File: src/rtl/pwm_cap_pkg.sv
// pwm_cap_pkg: shared types and defaults for the PWM capture block.
// Holds the capture FSM state enum, the default counter width and
// stuck timeout, and the 3-sample majority helper used by the optional
// glitch filter (PWM_CAPTURE_GLITCH_FILTER_EN).
package pwm_cap_pkg;

   localparam int CNT_W_DEF   = 16;
   localparam int TIMEOUT_DEF = 4096;

   typedef enum logic [1:0] {
      IDLE    = 2'd0,
      MEASURE = 2'd1,
      STUCK   = 2'd2
   } state_e;

   // Majority vote of three samples: any single-sample disagreement is outvoted.
   function automatic logic maj3(input logic a, input logic b, input logic c);
      return (a & b) | (a & c) | (b & c);
   endfunction

endpackage

File: src/rtl/pwm_cap_sync.sv
// pwm_cap_sync: brings the asynchronous PWM input into the clock domain and
// produces a level plus a registered rising-edge strobe aligned to that level.
// With PWM_CAPTURE_GLITCH_FILTER_EN defined, a 3-sample majority filter sits
// after the synchronizer (2 extra cycles of latency, single-cycle pulses and
// dropouts rejected); otherwise the synchronizer output feeds edge detection.
module pwm_cap_sync
   import pwm_cap_pkg::*;
(
   input  logic clk,
   input  logic rst,
   input  logic pwm_in,
   output logic s_level,
   output logic rise
);

   logic s1_q, s1_d;
   logic s2_q, s2_d;
   logic prev_q, prev_d;
   logic rise_q, rise_d;
   logic lvl;
`ifdef PWM_CAPTURE_GLITCH_FILTER_EN
   logic h1_q, h1_d;
   logic h2_q, h2_d;
   logic filt_q, filt_d;
`endif

   // Next-state for synchronizer, optional filter history and edge detector.
   always_comb begin
      s1_d = pwm_in;
      s2_d = s1_q;
`ifdef PWM_CAPTURE_GLITCH_FILTER_EN
      h1_d   = s2_q;
      h2_d   = h1_q;
      filt_d = maj3(s2_q, h1_q, h2_q);
      lvl    = filt_q;
`else
      lvl    = s2_q;
`endif
      prev_d = lvl;
      // Registering the edge keeps it aligned with prev_q, which is the level
      // the measurement FSM accumulates into its high-time counter.
      rise_d = lvl & ~prev_q;
   end

   // All sampling flops clear on reset so no stale edge survives it.
   always_ff @(posedge clk) begin
      if (rst) begin
         s1_q   <= 1'b0;
         s2_q   <= 1'b0;
         prev_q <= 1'b0;
         rise_q <= 1'b0;
`ifdef PWM_CAPTURE_GLITCH_FILTER_EN
         h1_q   <= 1'b0;
         h2_q   <= 1'b0;
         filt_q <= 1'b0;
`endif
      end else begin
         s1_q   <= s1_d;
         s2_q   <= s2_d;
         prev_q <= prev_d;
         rise_q <= rise_d;
`ifdef PWM_CAPTURE_GLITCH_FILTER_EN
         h1_q   <= h1_d;
         h2_q   <= h2_d;
         filt_q <= filt_d;
`endif
      end
   end

   assign s_level = prev_q;
   assign rise    = rise_q;

endmodule

File: src/rtl/pwm_capture.sv
// pwm_capture: measures period and high time of a PWM waveform between
// consecutive rising edges, and flags a stuck input (0% or 100% duty) when no
// rising edge arrives within TIMEOUT cycles. Optional input glitch filter is
// enabled by defining PWM_CAPTURE_GLITCH_FILTER_EN.
module pwm_capture
   import pwm_cap_pkg::*;
#(
   parameter int CNT_W   = CNT_W_DEF,
   parameter int TIMEOUT = TIMEOUT_DEF
) (
   input  logic             CLK100MHZ,
   input  logic             RST,
   input  logic             pwm_in,
   output logic [CNT_W-1:0] period_cnt,
   output logic [CNT_W-1:0] high_cnt,
   output logic             valid,
   output logic             stuck,
   output logic             stuck_level
);

   localparam logic [CNT_W-1:0] TIMEOUT_C = CNT_W'(TIMEOUT);
   localparam logic [CNT_W-1:0] ONE_C     = CNT_W'(1);

   logic s_level;
   logic rise;

   state_e           state_q, state_d;
   logic [CNT_W-1:0] cnt_q, cnt_d;
   logic [CNT_W-1:0] hi_q, hi_d;
   logic [CNT_W-1:0] period_q, period_d;
   logic [CNT_W-1:0] high_q, high_d;
   logic             valid_q, valid_d;
   logic             stuck_q, stuck_d;
   logic             stuck_lvl_q, stuck_lvl_d;

   pwm_cap_sync u_sync (
      .clk     (CLK100MHZ),
      .rst     (RST),
      .pwm_in  (pwm_in),
      .s_level (s_level),
      .rise    (rise)
   );

   // Measurement FSM; a rise always wins over a simultaneous timeout, and
   // the counters stop at TIMEOUT so they can never wrap.
   always_comb begin
      state_d     = state_q;
      cnt_d       = cnt_q;
      hi_d        = hi_q;
      period_d    = period_q;
      high_d      = high_q;
      valid_d     = 1'b0;
      stuck_d     = stuck_q;
      stuck_lvl_d = stuck_lvl_q;
      case (state_q)
         IDLE: begin
            if (rise) begin
               // First edge only opens a period; nothing to report yet.
               state_d = MEASURE;
               cnt_d   = ONE_C;
               hi_d    = ONE_C;
            end else if (cnt_q == TIMEOUT_C) begin
               state_d     = STUCK;
               stuck_d     = 1'b1;
               stuck_lvl_d = s_level;
            end else begin
               cnt_d = cnt_q + ONE_C;
            end
         end
         MEASURE: begin
            if (rise) begin
               period_d = cnt_q;
               high_d   = hi_q;
               valid_d  = 1'b1;
               cnt_d    = ONE_C;
               hi_d     = ONE_C;
            end else if (cnt_q == TIMEOUT_C) begin
               state_d     = STUCK;
               stuck_d     = 1'b1;
               stuck_lvl_d = s_level;
            end else begin
               cnt_d = cnt_q + ONE_C;
               hi_d  = hi_q + {{(CNT_W-1){1'b0}}, s_level};
            end
         end
         STUCK: begin
            if (rise) begin
               // The period opened by this edge is measured but not reported
               // until the next edge closes it.
               state_d = MEASURE;
               stuck_d = 1'b0;
               cnt_d   = ONE_C;
               hi_d    = ONE_C;
            end
         end
         default: begin
            state_d = IDLE;
         end
      endcase
   end

   // State and output registers; reset discards any partial measurement.
   always_ff @(posedge CLK100MHZ) begin
      if (RST) begin
         state_q     <= IDLE;
         cnt_q       <= '0;
         hi_q        <= '0;
         period_q    <= '0;
         high_q      <= '0;
         valid_q     <= 1'b0;
         stuck_q     <= 1'b0;
         stuck_lvl_q <= 1'b0;
      end else begin
         state_q     <= state_d;
         cnt_q       <= cnt_d;
         hi_q        <= hi_d;
         period_q    <= period_d;
         high_q      <= high_d;
         valid_q     <= valid_d;
         stuck_q     <= stuck_d;
         stuck_lvl_q <= stuck_lvl_d;
      end
   end

   assign period_cnt  = period_q;
   assign high_cnt    = high_q;
   assign valid       = valid_q;
   assign stuck       = stuck_q;
   assign stuck_level = stuck_lvl_q;

endmodule

File: config.mk
export PLATFORM = sky130hd
export DESIGN_NAME = pwm_capture
export DESIGN_NICKNAME = d
export VERILOG_FILES = /design/src/rtl/pwm_cap_pkg.sv /design/src/rtl/pwm_cap_sync.sv /design/src/rtl/pwm_capture.sv
export SDC_FILE = /design/constraint.sdc
export NUM_CORES = 1
export LEC_CHECK = 0
export ABC_AREA = 1
export CORE_ASPECT_RATIO = 1.25
export CORE_UTILIZATION = 51
export CTS_CLUSTER_DIAMETER = 200
export DETAILED_ROUTE_END_ITERATION = 8
export PLACE_DENSITY = 0.76
export SYNTH_ARGS = -nofsm -noshare
export SYNTH_HDL_FRONTEND = slang
export SYNTH_SLANG_ARGS = --single-unit
File: constraint.sdc
create_clock -name CLK100MHZ -period 1.5 [get_ports CLK100MHZ]
set_clock_uncertainty 0.2 [all_clocks]
set_input_delay 0.15 -clock CLK100MHZ [delete_from_list [all_inputs] [get_ports CLK100MHZ]]
set_output_delay 0.15 -clock CLK100MHZ [all_outputs]
set_load 0.05 [all_outputs]
==> impl_metrics.json <==
{
  "r2r_slack_ns": -0.30,
  "hold_viol": 0,
  "p_clk_share_pct": 40.4,
  "gr-usage-all-layers_pct": 29.85,
  "clkLatencyLatePin_ns": 0.36,
  "max_stage_delay_ns": 0.34,
  "die-area_um2": 7601,
  "grt_overflow": 0,
  "antenna_found_initial": 0,
  "layout.cells.non_filler": 744,
  "post-route-period-util_pct": 119.9,
  "cts_sinks": 73,
  "drive_gt1_share_pct": 32.11,
  "place_congestion": 0.8969,
  "synth_nets": 552,
  "seq_power_share_pct": 50.9,
  "crit_path_end_kind": "flip-flop",
  "coreArea_um2": 6977,
  "routed_wl_um": 11150,
  "finalCriticalPeriod_ns": 1.799,
  "maxCapViolCount": 0,
  "status": "complete, but fails checks",
  "multi_input_area_um2": 1942,
  "initial_core_util_pct": 53.03,
  "leakage_uw": 0.002415,
  "clk_path_buf_depth": 2,
  "hold_ws_ns": 0.09855,
  "cts_made_buffers": 9,
  "async_flop_share_pct": 0,
  "fp.dieH_um": 97.23,
  "dp_cells": 721,
  "grt_pass1_vias": 4080,
  "drt_iter0_markers": 209,
  "area_growth_pct": 48.36,
  "power_uw": 3887,
  "ir_worst_vdd_mv": 0.4797,
  "crit_path_max_fanout": 6,
  "critPathRequiredTime_ns": 1.60,
  "ys_top_cells_by_area": "dfxtp_1 (39%), nand2_1 (12%), inv_1 (9.8%)",
  "critPathKind": "reg -> reg",
  "internal-power_uw": 2875,
  "fillers": 471,
  "timing.final.ws_setup_ns": -0.2985,
  "violations": "negative setup slack",
  "cp_cell_sequence": "inv_2 -> ha_4 -> inv_2 -> nor2_4 -> nand2_2 -> nor2_4 -> nand3_4 -> nand2_8 -> nand2_8 -> inv_6 -> nand2_1 -> nand2_1",
  "synth_flop_cell": "dfxtp_1",
  "slowest_stage": "dfxtp_2",
  "p_per_area_nw_per_um2": 708.2,
  "cp-start-kind": "flip-flop",
  "rsz0062_at_grt": "true",
  "hp-class": "in -> reg",
  "die_x_um": 78.18,
  "clk_pin_slew_ns": 0.08,
  "wl_per_cell_um": 14.99,
  "netlist_instances": 545,
  "max_slew.worst_pin.slew_ns": 0.3180,
  "ys_ff_latch": 73,
  "power_frac_comb_pct": 8.7,
  "synth_top_area_share_pct": 39.50,
  "switchingPower_uw": 1012,
  "antenna_left": 0,
  "vias": 4021,
  "drc": 0,
  "port_buffers": 37,
  "slew_headroom_pct": 78.75,
  "ios": 38,
  "rows": 34,
  "final_nets": 656,
  "antenna_cells": 0,
  "clockRootBuffer": "clkbuf_8",
  "yosys_warnings": 0,
  "drv_slew": 0,
  "seq_area_um2": 1469,
  "synth.most_common_cell": "nand2_1",
  "ys_top_cells_by_count": "nand2_1 (117), inv_1 (97), dfxtp_1 (73), nor2_1 (49)",
  "avgSynthCellArea_um2": 6.789,
  "grt_pass1_wl_um": 17740,
  "syn_area_um2": 3700,
  "cts_tree": "done",
  "hpwl_um": 7565,
  "setup_viol": 36,
  "synth_edf_count": 0,
  "fmax_mhz": 556.0,
  "synth_top_area_cell": "dfxtp_1",
  "ys_types": 30,
  "crit_arrival_ns": 1.90,
  "drt_pass1_iterations": 5,
  "cts.htree.levels": 3,
  "swShare_pct": 26.03,
  "yosysSeqAreaShare_pct": 39.50,
  "grt_start_max_net_pins": 66,
  "vias_per_cell": 5.405
}
[logic make-up (layout without fill, tap and decap cells)]
family                   count (synthesis)  in the layout  synth area share (%)
adder cells (fa/ha/maj)                  4              4                 1.353
AO/OA/AOI/OAI                          104            104                 15.56
flip-flops                              73             73                 39.50
AND/OR/NAND/NOR                        239            240                 29.29
buffers and inverters                  125            233                 14.30
[routing by layer]
| metal | wire length (um) | track usage [%] |
|---|---|---|
| met1 | 3979 | 29.37 |
| met2 | 5880 | 53.58 |
| met3 | 654 | 7.418 |
| met4 | 637 | 20.94 |
| met5 | 0 | 0 |
[registers in the layout, indices dropped and copies added (netlist names)]
signal / count
cnt_q: 16
hi_q: 16
high_cnt: 16
period_cnt: 16
state_q: 2
stuck: 1
stuck_level: 1
u_sync.lvl: 1
u_sync.rise: 1
u_sync.s1_q: 1
u_sync.s_level: 1
valid: 1
[cell usage in the layout (no fill, tap or decap), drive strengths merged]
cell type	synthesis	layout
o21ai	47	47
nor2	58	58
a21oi	52	52
or2	1	1
o21bai	4	4
nor3	4	4
clkbuf	4	11
nand4	11	11
nand3b	3	3
clkinvlp	0	2
bufinv	0	1
clkinv	0	2
clkdlybuf4s50	0	2
nand2	124	125
buf	18	111
nand3	38	38
inv	103	104
ha	4	4
o2111ai	1	1
dfxtp	73	73
[critical path: cells and delay by family, from the launching register on]
kind	cells	cell delay, ns
adder cells (fa/ha/maj)	1	0.14
flip-flops	1	0.34
AND/OR/NAND/NOR	8	0.84
buffers and inverters	3	0.19
[timing repair]
action	CTS	global route
gates resized for setup	23	43
cloned	2	1
buffers inserted	3	1
hold buffers	0	0
pin swaps	4	9
endpoints found under the setup margin	36	52
[final timing paths]
path | start | endpoint | cells past startpoint
worst min-delay path | pwm_in | u_sync.s1_q | 3
worst max register to register | cnt_q[1] | hi_q[0] | 12
worst min register to register | u_sync.s1_q | u_sync.lvl | 2
worst max-delay path | cnt_q[1] | hi_q[0] | 12
[area by class of cell]
cell class / count / area share (%)
Tap cell: 90 / 2.052
Timing Repair Buffer: 114 / 25.03
Inverter: 103 / 7.226
Clock buffer: 10 / 2.325
Clock inverter: 6 / 1.231
Multi-Input combinational cell: 348 / 35.38
Sequential cell: 73 / 26.76
[metrics by stage]
| stage | setup WS, ns | setup TNS [ns] | utilization (%) | cell area (um2) |
|---|---|---|---|---|
| floorplan | -0.1248 | -1.783 | - | 3766 |
| global placement | -0.2464 | -5.059 | 72.13 | 5032 |
| detailed placement | -0.2939 | -8.220 | 72.13 | 5032 |
| CTS | -0.2450 | -7.576 | 76.61 | 5345 |
| global route | -0.3883 | -12.46 | 78.68 | 5489 |
| finish | -0.2985 | -9.082 | 78.68 | 5489 |
[power groups by stage]
stage	clock (uW)	sequential, uW	combinational, uW
2_1_floorplan	0	2030	154
3_3_place_gp	0	2020	276
3_5_place_dp	0	2020	289
4_1_cts	1570	1980	302
5_1_grt	1680	1980	368
6_report	1570	1980	340
Power figures use the tool's default switching activity.
